`src/rtl/bin_average_accumulator.sv`:
```
// Per-bin frame averager: sums 2^N_AVGS frames of BINS signed samples, then publishes sum >>> N_AVGS.
// Latency: final sample accepted in cycle T -> out_valid pulse and new out_data in cycle T+2.
// No backpressure: samples are taken whenever in_valid=1. Define BIN_AVG_ROUND_EN for round-half-up averaging.
module bin_average_accumulator #(
  parameter int N      = 16,
  parameter int BINS   = 4,
  parameter int N_AVGS = 7
) (
  input  logic                   clk,
  input  logic                   reset,
  input  logic                   frame_start,
  input  logic                   in_valid,
  input  logic [N-1:0]           in_data,
  output logic [BINS-1:0][N-1:0] out_data,
  output logic                   out_valid,
  output logic                   frame_err
);

  localparam int W  = N + N_AVGS + 1;   // holds 2^N_AVGS N-bit samples plus rounding bias
  localparam int BW = $clog2(BINS);
  localparam int FW = N_AVGS + 1;       // one spare bit so N_AVGS=0 still has a counter
  localparam logic [BW-1:0] BIN_LAST   = BW'(BINS - 1);
  localparam logic [FW-1:0] FRAME_LAST = {FW{1'b1}} >> 1;  // 2^N_AVGS - 1

`ifdef BIN_AVG_ROUND_EN
  localparam int RSH = (N_AVGS > 0) ? N_AVGS - 1 : 0;
  localparam logic signed [W-1:0] RND_ADD = (N_AVGS > 0) ? (W'(1) << RSH) : W'(0);
`else
  localparam logic signed [W-1:0] RND_ADD = '0;
`endif

  typedef enum logic [1:0] {
    S_IDLE,
    S_ACCUM,
    S_DUMP
  } state_t;

  state_t                   state_q, state_d;
  logic [BW-1:0]            bin_q, bin_d;
  logic [FW-1:0]            frame_cnt_q, frame_cnt_d;
  logic signed [W-1:0]      sum_q [BINS];
  logic signed [W-1:0]      sum_d [BINS];
  logic [BINS-1:0][N-1:0]   out_data_q, out_data_d;
  logic                     out_valid_q, out_valid_d;
  logic                     frame_err_q, frame_err_d;

  logic signed [W-1:0]      samp_ext;
  logic                     start_acc;
  logic [BINS-1:0][N-1:0]   dump_dat;

  assign samp_ext  = {{(W-N){in_data[N-1]}}, in_data};
  assign start_acc = frame_start & in_valid;

  // Averaged view of the current sums: optional bias, arithmetic shift, keep low N bits.
  always_comb begin
    dump_dat = '0;
    for (int k = 0; k < BINS; k++) begin
      dump_dat[k] = N'((sum_q[k] + RND_ADD) >>> N_AVGS);
    end
  end

  // Frame sequencing, accumulation and output update.
  always_comb begin
    state_d     = state_q;
    bin_d       = bin_q;
    frame_cnt_d = frame_cnt_q;
    sum_d       = sum_q;
    out_data_d  = out_data_q;
    out_valid_d = 1'b0;
    frame_err_d = 1'b0;

    case (state_q)
      S_IDLE: begin
        if (start_acc) begin
          sum_d[0] = sum_q[0] + samp_ext;
          bin_d    = BW'(1);
          state_d  = S_ACCUM;
        end
      end

      S_ACCUM: begin
        if (start_acc) begin
          // Truncated frame: throw the whole average set away and restart with this sample.
          frame_err_d = 1'b1;
          for (int k = 0; k < BINS; k++) sum_d[k] = '0;
          sum_d[0]    = samp_ext;
          frame_cnt_d = '0;
          bin_d       = BW'(1);
        end else if (in_valid) begin
          sum_d[bin_q] = sum_q[bin_q] + samp_ext;
          if (bin_q == BIN_LAST) begin
            bin_d       = '0;
            frame_cnt_d = frame_cnt_q + FW'(1);
            state_d     = (frame_cnt_q == FRAME_LAST) ? S_DUMP : S_IDLE;
          end else begin
            bin_d = bin_q + BW'(1);
          end
        end
      end

      S_DUMP: begin
        out_data_d  = dump_dat;
        out_valid_d = 1'b1;
        for (int k = 0; k < BINS; k++) sum_d[k] = '0;
        frame_cnt_d = '0;
        bin_d       = '0;
        state_d     = S_IDLE;
        // A frame may start right in the dump cycle; it opens the next set without loss.
        if (start_acc) begin
          sum_d[0] = samp_ext;
          bin_d    = BW'(1);
          state_d  = S_ACCUM;
        end
      end

      default: state_d = S_IDLE;
    endcase
  end

  // State and datapath registers with synchronous reset.
  always_ff @(posedge clk) begin
    if (reset) begin
      state_q     <= S_IDLE;
      bin_q       <= '0;
      frame_cnt_q <= '0;
      for (int k = 0; k < BINS; k++) sum_q[k] <= '0;
      out_data_q  <= '0;
      out_valid_q <= 1'b0;
      frame_err_q <= 1'b0;
    end else begin
      state_q     <= state_d;
      bin_q       <= bin_d;
      frame_cnt_q <= frame_cnt_d;
      sum_q       <= sum_d;
      out_data_q  <= out_data_d;
      out_valid_q <= out_valid_d;
      frame_err_q <= frame_err_d;
    end
  end

  assign out_data  = out_data_q;
  assign out_valid = out_valid_q;
  assign frame_err = frame_err_q;

endmodule
```
`config.mk`:
```
export PLATFORM = sky130hd
export DESIGN_NAME = bin_average_accumulator
export DESIGN_NICKNAME = d
export VERILOG_FILES = /design/src/rtl/bin_average_accumulator.sv
export SDC_FILE = /design/constraint.sdc
export NUM_CORES = 1
export LEC_CHECK = 0
export CAP_MARGIN = 10
export CORE_ASPECT_RATIO = 1.5
export CORE_MARGIN = 2
export CORE_UTILIZATION = 50
export DETAILED_ROUTE_END_ITERATION = 10
export GPL_TIMING_DRIVEN = 0
export HOLD_SLACK_MARGIN = 0.03
export PLACE_DENSITY_LB_ADDON = 0.12
export SYNTH_ARGS = -nofsm -noshare
export SYNTH_HDL_FRONTEND = slang
export SYNTH_SLANG_ARGS = --single-unit
```
`constraint.sdc`:
```
create_clock -name clk -period 4.6 [get_ports clk]
set_input_delay 1.15 -clock clk [delete_from_list [all_inputs] [get_ports clk]]
set_output_delay 1.15 -clock clk [all_outputs]
set_load 0.005 [all_outputs]
```
# [Word level (Yosys, flattened, before mapping)]
# Index checks and enable logic that the tools add are counted.
# Widths: inputs -> output; s select.
[classes] addsub=4 magnitude_cmp=2 n_eq_ne=10 muxes=29 bitwise_logic=3 n_reduce_logical=9
[ops] cell="$mux 96" n=2
[ops] cell="$pmux 72 s2" n=1
[ops] cell="$mux 24" n=5
[ops] cell="$bwmux 96" n=1
[ops] cell="$pmux 24 s3" n=1
[ops] cell="$add 24x16->24" n=2
[ops] cell="$bmux 24 s2" n=1
[ops] cell="$demux 24 s2" n=1
[ops] cell="$mux 8" n=3
[ops] cell="$mux 2" n=8
[ops] cell="$pmux 8 s2" n=1
[ops] cell="$pmux 2 s3" n=2
[ops] cell="$add 8x1->8 const B" n=1
[ops] cell="$eq 8x7->1 const B" n=1
[ops] cell="$ne 2x2->1 const B" n=4
[ops] cell="$ne 3x3->1 const B" n=2
[ops] cell="$reduce_and 3->1" n=2
[ops] cell="$eq 2x2->1 const B" n=2
[ops] cell="$reduce_and 4->1" n=1
[ops] cell="$ge 3x3->1 const B" n=1
[ops] cell="$lt 3x1->1 const B" n=1
[ops] cell="$mux 1" n=3
[ops] cell="$not 2->3" n=1
[ops] cell="$reduce_bool 3->1" n=1
[ops] cell="9 further kinds" n=9
[totals] register_bits=174 in_bits=20 out_inout_bits=66

# [Depth between registers and ports, before layout]
[depth] depth_word=9 depth_mapped=13

# [Worst setup path before layout]
# Ideal clock, no wire load.
[synth_path] kind="register to register" start="reg bin_q[1]" end="reg sum_q[93] in the netlist's numbering" t_arrival_ns=3.678 required_ns=4.509 path_slack_ns=0.831 stages_incl_launch_ff=14 path_cell_list="dfxtp_1 > buf_2 > buf_1 > clkbuf_1 > mux4_1 > ha_1 > and3_1 > and2_1 > a221oi_2 > o21ai_0 > a41oi_2 > mux2i_1 > nor3_1 > a311oi_1"
[synth_via] elab_chain_len=9 elab_cells_between_ends=14
[synth_lines] item="start: declaration" line="39" text="logic [BW-1:0] bin_q, bin_d;"
[synth_lines] item="start signal: assignment" line="132" text="bin_q <= bin_d;"
[synth_lines] item="$not 2->3 (not written as such) *" line="90" text="sum_d[bin_q] = sum_q[bin_q] + samp_ext;"
[synth_lines] item="$bmux 24 s2, or another cell as far along" line="90"
[synth_lines] item="$mux 24 (not written as such) or $logic_and 1x1->1 (tied branches)" line="90"
[synth_lines] item="$mux 24 (not written as such)" line="90"
[synth_lines] item="$add 24x16->24 or $demux 24 s2 (tied branches)" line="90"
[synth_lines] item="$bwmux 96 *" line="90"
[synth_lines] item="$mux 96 *" line="89" text="end else if (in_valid) begin"
[synth_lines] item="$mux 96 *" line="82" text="if (start_acc) begin"
[synth_lines] item="$pmux 24 s3 *" line="72" text="case (state_q)"
[synth_lines] item="end signal: assignment" line="134" text="sum_q <= sum_d;"
[synth_lines] item="end: declaration" line="41" text="logic signed [W-1:0] sum_q [BINS];"
# Mark *: on every way between the ends. The rest lies on a longest branch, timed or not. The select of a mux whose other input is x is not followed.
# A chain may end at the register's enable or synchronous reset.

# [Final worst setup path]
[layout_path] start="in in_data[15]" end="reg sum_q[93] in the netlist's numbering"
[layout_via] elab_chain_len=5 elab_cells_between_ends=8
[layout_lines] item="start: declaration" line="13" text="input logic [N-1:0] in_data,"
[layout_lines] item="$add 24x16->24" line="90"
[layout_lines] item="$bwmux 96" line="90"
[layout_lines] item="$mux 96" line="89"
[layout_lines] item="$mux 96" line="82"
[layout_lines] item="$pmux 24 s3 *" line="72"
# Marks and branches as above.

==> metrics.yaml <==
run_status:
  status: "complete, no violations"
sta:
  drv_slew: 0
  hold_slack_ps: 496.7
  setup_violations: 0
  fin_ws_ps: 194.6
  fmax_ghz: 0.2270
  slew_headroom: 0.3963
  post-route-min-period_ps: 4405
  final_hold_viol_count: 0
  worst_slew_pin_slew_ps: 902.8
  fin_skew_ps: 10.25
  setup_tns_ps: 0
  fin_crit_sh: 0.9577
  rsz0062_at_grt: "no"
final_layout:
  drive_gt1_frac: 0.05769
  nets: 1260
  final_util: 0.5980
  layout_commonest_cell: "nor2_1"
  antenna_cells: 0
  final_cell_mix: "197 x nor2_1, 170 x dfxtp_1, 84 x clkdlybuf4s50_1"
  area_growth_pct: 18.54
global_route:
  globalRouteTotalUtil: 0.3011
  use_met3: 0.04126
  grt_start_max_net_pins: 20
  antenna_found_initial: 0
  grt_pass1_vias: 8497
  gr-total-overflow: 0
  gr-usage-met1: 0.3886
  busiest_layer: "met2"
  grt_pass1_wl_mm: 46.91
  grt.met2_usage: 0.5010
clocking:
  clock_path_buffers: 2
  insertion_delay_ps: 440
  clockRootBuffer: "clkbuf_16"
  path_clk_slew_ps: 70
  cts_tree: "done"
  cts_buffers: 17
  clock-sinks: 170
  post_cts_buffers: 0
  cts_max_level: 4
  cts_hold_buf: 0
  cts_resized: 2
pwr:
  seq_power_share: 0.331
  p_int_mw: 3.100
  comb_power_share: 0.363
  power.density_mw_per_mm2: 440.5
  vdd_drop_max_v: 0.0002742
  p_sw_frac: 0.3810
  switching_power_mw: 1.908
  power.leakage_nw: 4.167
  clock_power_share: 0.306
drt:
  wl_mm: 30.39
  wl_per_cell_um: 20.93
  vias: 8841
  drtIter0Drc: 806
  viasPerCell: 6.089
  drc: 0
  antenna_left: 0
  dr.pass1.iters: 6
logic_synthesis:
  async_flop_share: 0
  synth_seq_cells: 170
  synth_area_sq_mm: 0.009588
  synth-main-ff-cell: "dfxtp_1"
  synth_nets: 1157
  synth_top_area_share: 0.3550
  yosys_warnings: 0
  synth_area_leader_cell: "dfxtp_1"
  synth-edff-count: 0
  synth_area_per_cell_sq_um: 8.861
  synthCells: 1082
  synth_cell_type_count: 68
  synth-seq-area-share: 0.3550
  synthTopCellsByArea: "dfxtp_1 35%, mux2i_1 7.7%, nor2_1 7.7%"
placement:
  pre_cts_slack_ps: -260.0
  hpwl_mm: 23.52
  place.gp.congestion: 0.9623
  numPortBuffers: 84
critical_path:
  start_kind: "primary input"
  cp_data_required_time_ps: 4950
  path_cells: "clkdlybuf4s50_1, ha_1, and3_1, and2_1, a221oi_2, o21ai_0, a41oi_2, mux2i_1, nor3_1, a311oi_1"
  cpPeakStageDelay_ps: 890
  crit_fanout: 19
  critPathKind: "primary input to flop"
  slowest_stage: "clkdlybuf4s50_1"
  arrival_ps: 4760
  cp_num_buf_inv: 1
  crit_family: "compound AO/OA/AOI/OAI gates"
  critPathCaptureType: "flop"
  r2r_cells: 13
  cp_num_cells: 10
worst_hold_path:
  whs_path_depth: 2
  worstHoldPathType: "flop to flop"
floorplanning:
  coreArea_sq_mm: 0.01901
  fp.dieW_um: 117.1
  start_util: 0.5045
  fp.dieH_um: 173.6
  io_pins: 86
  num_rows: 62
  die_area_sq_mm: 0.02032
job:
  max_cap_violations: 0
metrics by stage:
| step | cell area (sq um) | cells | total power, mW |
|---|---|---|---|
| floorplan | 9588 | 1082 | 2.954 |
| global placement | 10750 | 1422 | 3.439 |
| detailed placement | 10750 | 1422 | 3.445 |
| CTS | 11360 | 1452 | 4.968 |
| global route | 11370 | 1452 | 5.246 |
| finish | 11370 | 1452 | 5.007 |
worst min-delay path, stage by stage (launching register included):
cell	delay, ps
dfxtp_1	330
mux2i_1	60
nor2_1	70
registers in the layout, summed over array words and instances (netlist names):
name,flops
bin_q,2
frame_cnt_q,8
frame_err,1
out_data,64
out_valid,1
state_q,2
sum_q,92
power by group through the flow:
stage	Sequential, mW	Combinational (mW)	Clock, mW
3_3_place_gp	1.68	1.76	0
6_report	1.66	1.82	1.53
4_1_cts	1.65	1.78	1.54
2_1_floorplan	1.63	1.33	0
5_1_grt	1.66	1.97	1.61
3_5_place_dp	1.68	1.76	0
worst paths after layout:
kind,start,to,slack [ps]
worst max-delay path,in_data[15],sum_q[93],190
worst min-delay path,out_data[63],out_data[63],500
worst max register to register,bin_q[1],sum_q[93],290
worst min register to register,out_data[63],out_data[63],500
metal layers:
metal  share of wire  up-vias
li1                -     4190
met1            0.43     4209
met2            0.48      356
met3           0.051       86
met4           0.041        0
met5               0        -
synthesized netlist by cell type, types with 7 or more instances:
library cell  instances
or3_1                 7
o221ai_1              7
inv_1                33
nand2_1              43
a311oi_1              8
dfxtp_1             170
o21bai_1              7
nand2b_1              8
xor2_1               13
buf_1                 7
mux2i_1              74
a21o_1               16
o21ai_0              46
xnor2_1              24
nor3_1               21
a211oi_1             16
nor2_1              197
a21oi_1              47
nand3_1              15
ha_1                 53
o21a_1                9
and2_1                8
a22oi_1              64
a31oi_1               7
mux4_2               17
o211ai_1              9
clkbuf_1             54
kinds of logic (layout without fill, tap and decap cells):
family	Yosys count	after routing	synth area share
simple gates	334	334	0.1527
xor+xnor	37	37	0.03380
fa+ha+maj	55	55	0.07334
buf+inv	98	212	0.03941
compound gates	291	291	0.2122
flops	170	170	0.3550
mux	97	97	0.1336
cell type report:
| cell class | count | area, sq um |
|---|---|---|
| multi-input combinational | 814 | 5812 |
| clock inverter | 13 | 181.4 |
| tap | 256 | 320.3 |
| inverter | 34 | 127.6 |
| clock buffer | 17 | 425.4 |
| timing repair buffer | 84 | 840.8 |
| sequential | 170 | 3403 |
| fill | 1716 | 7640 |
| buffer | 64 | 255.2 |
Power figures use the tool's default switching activity.
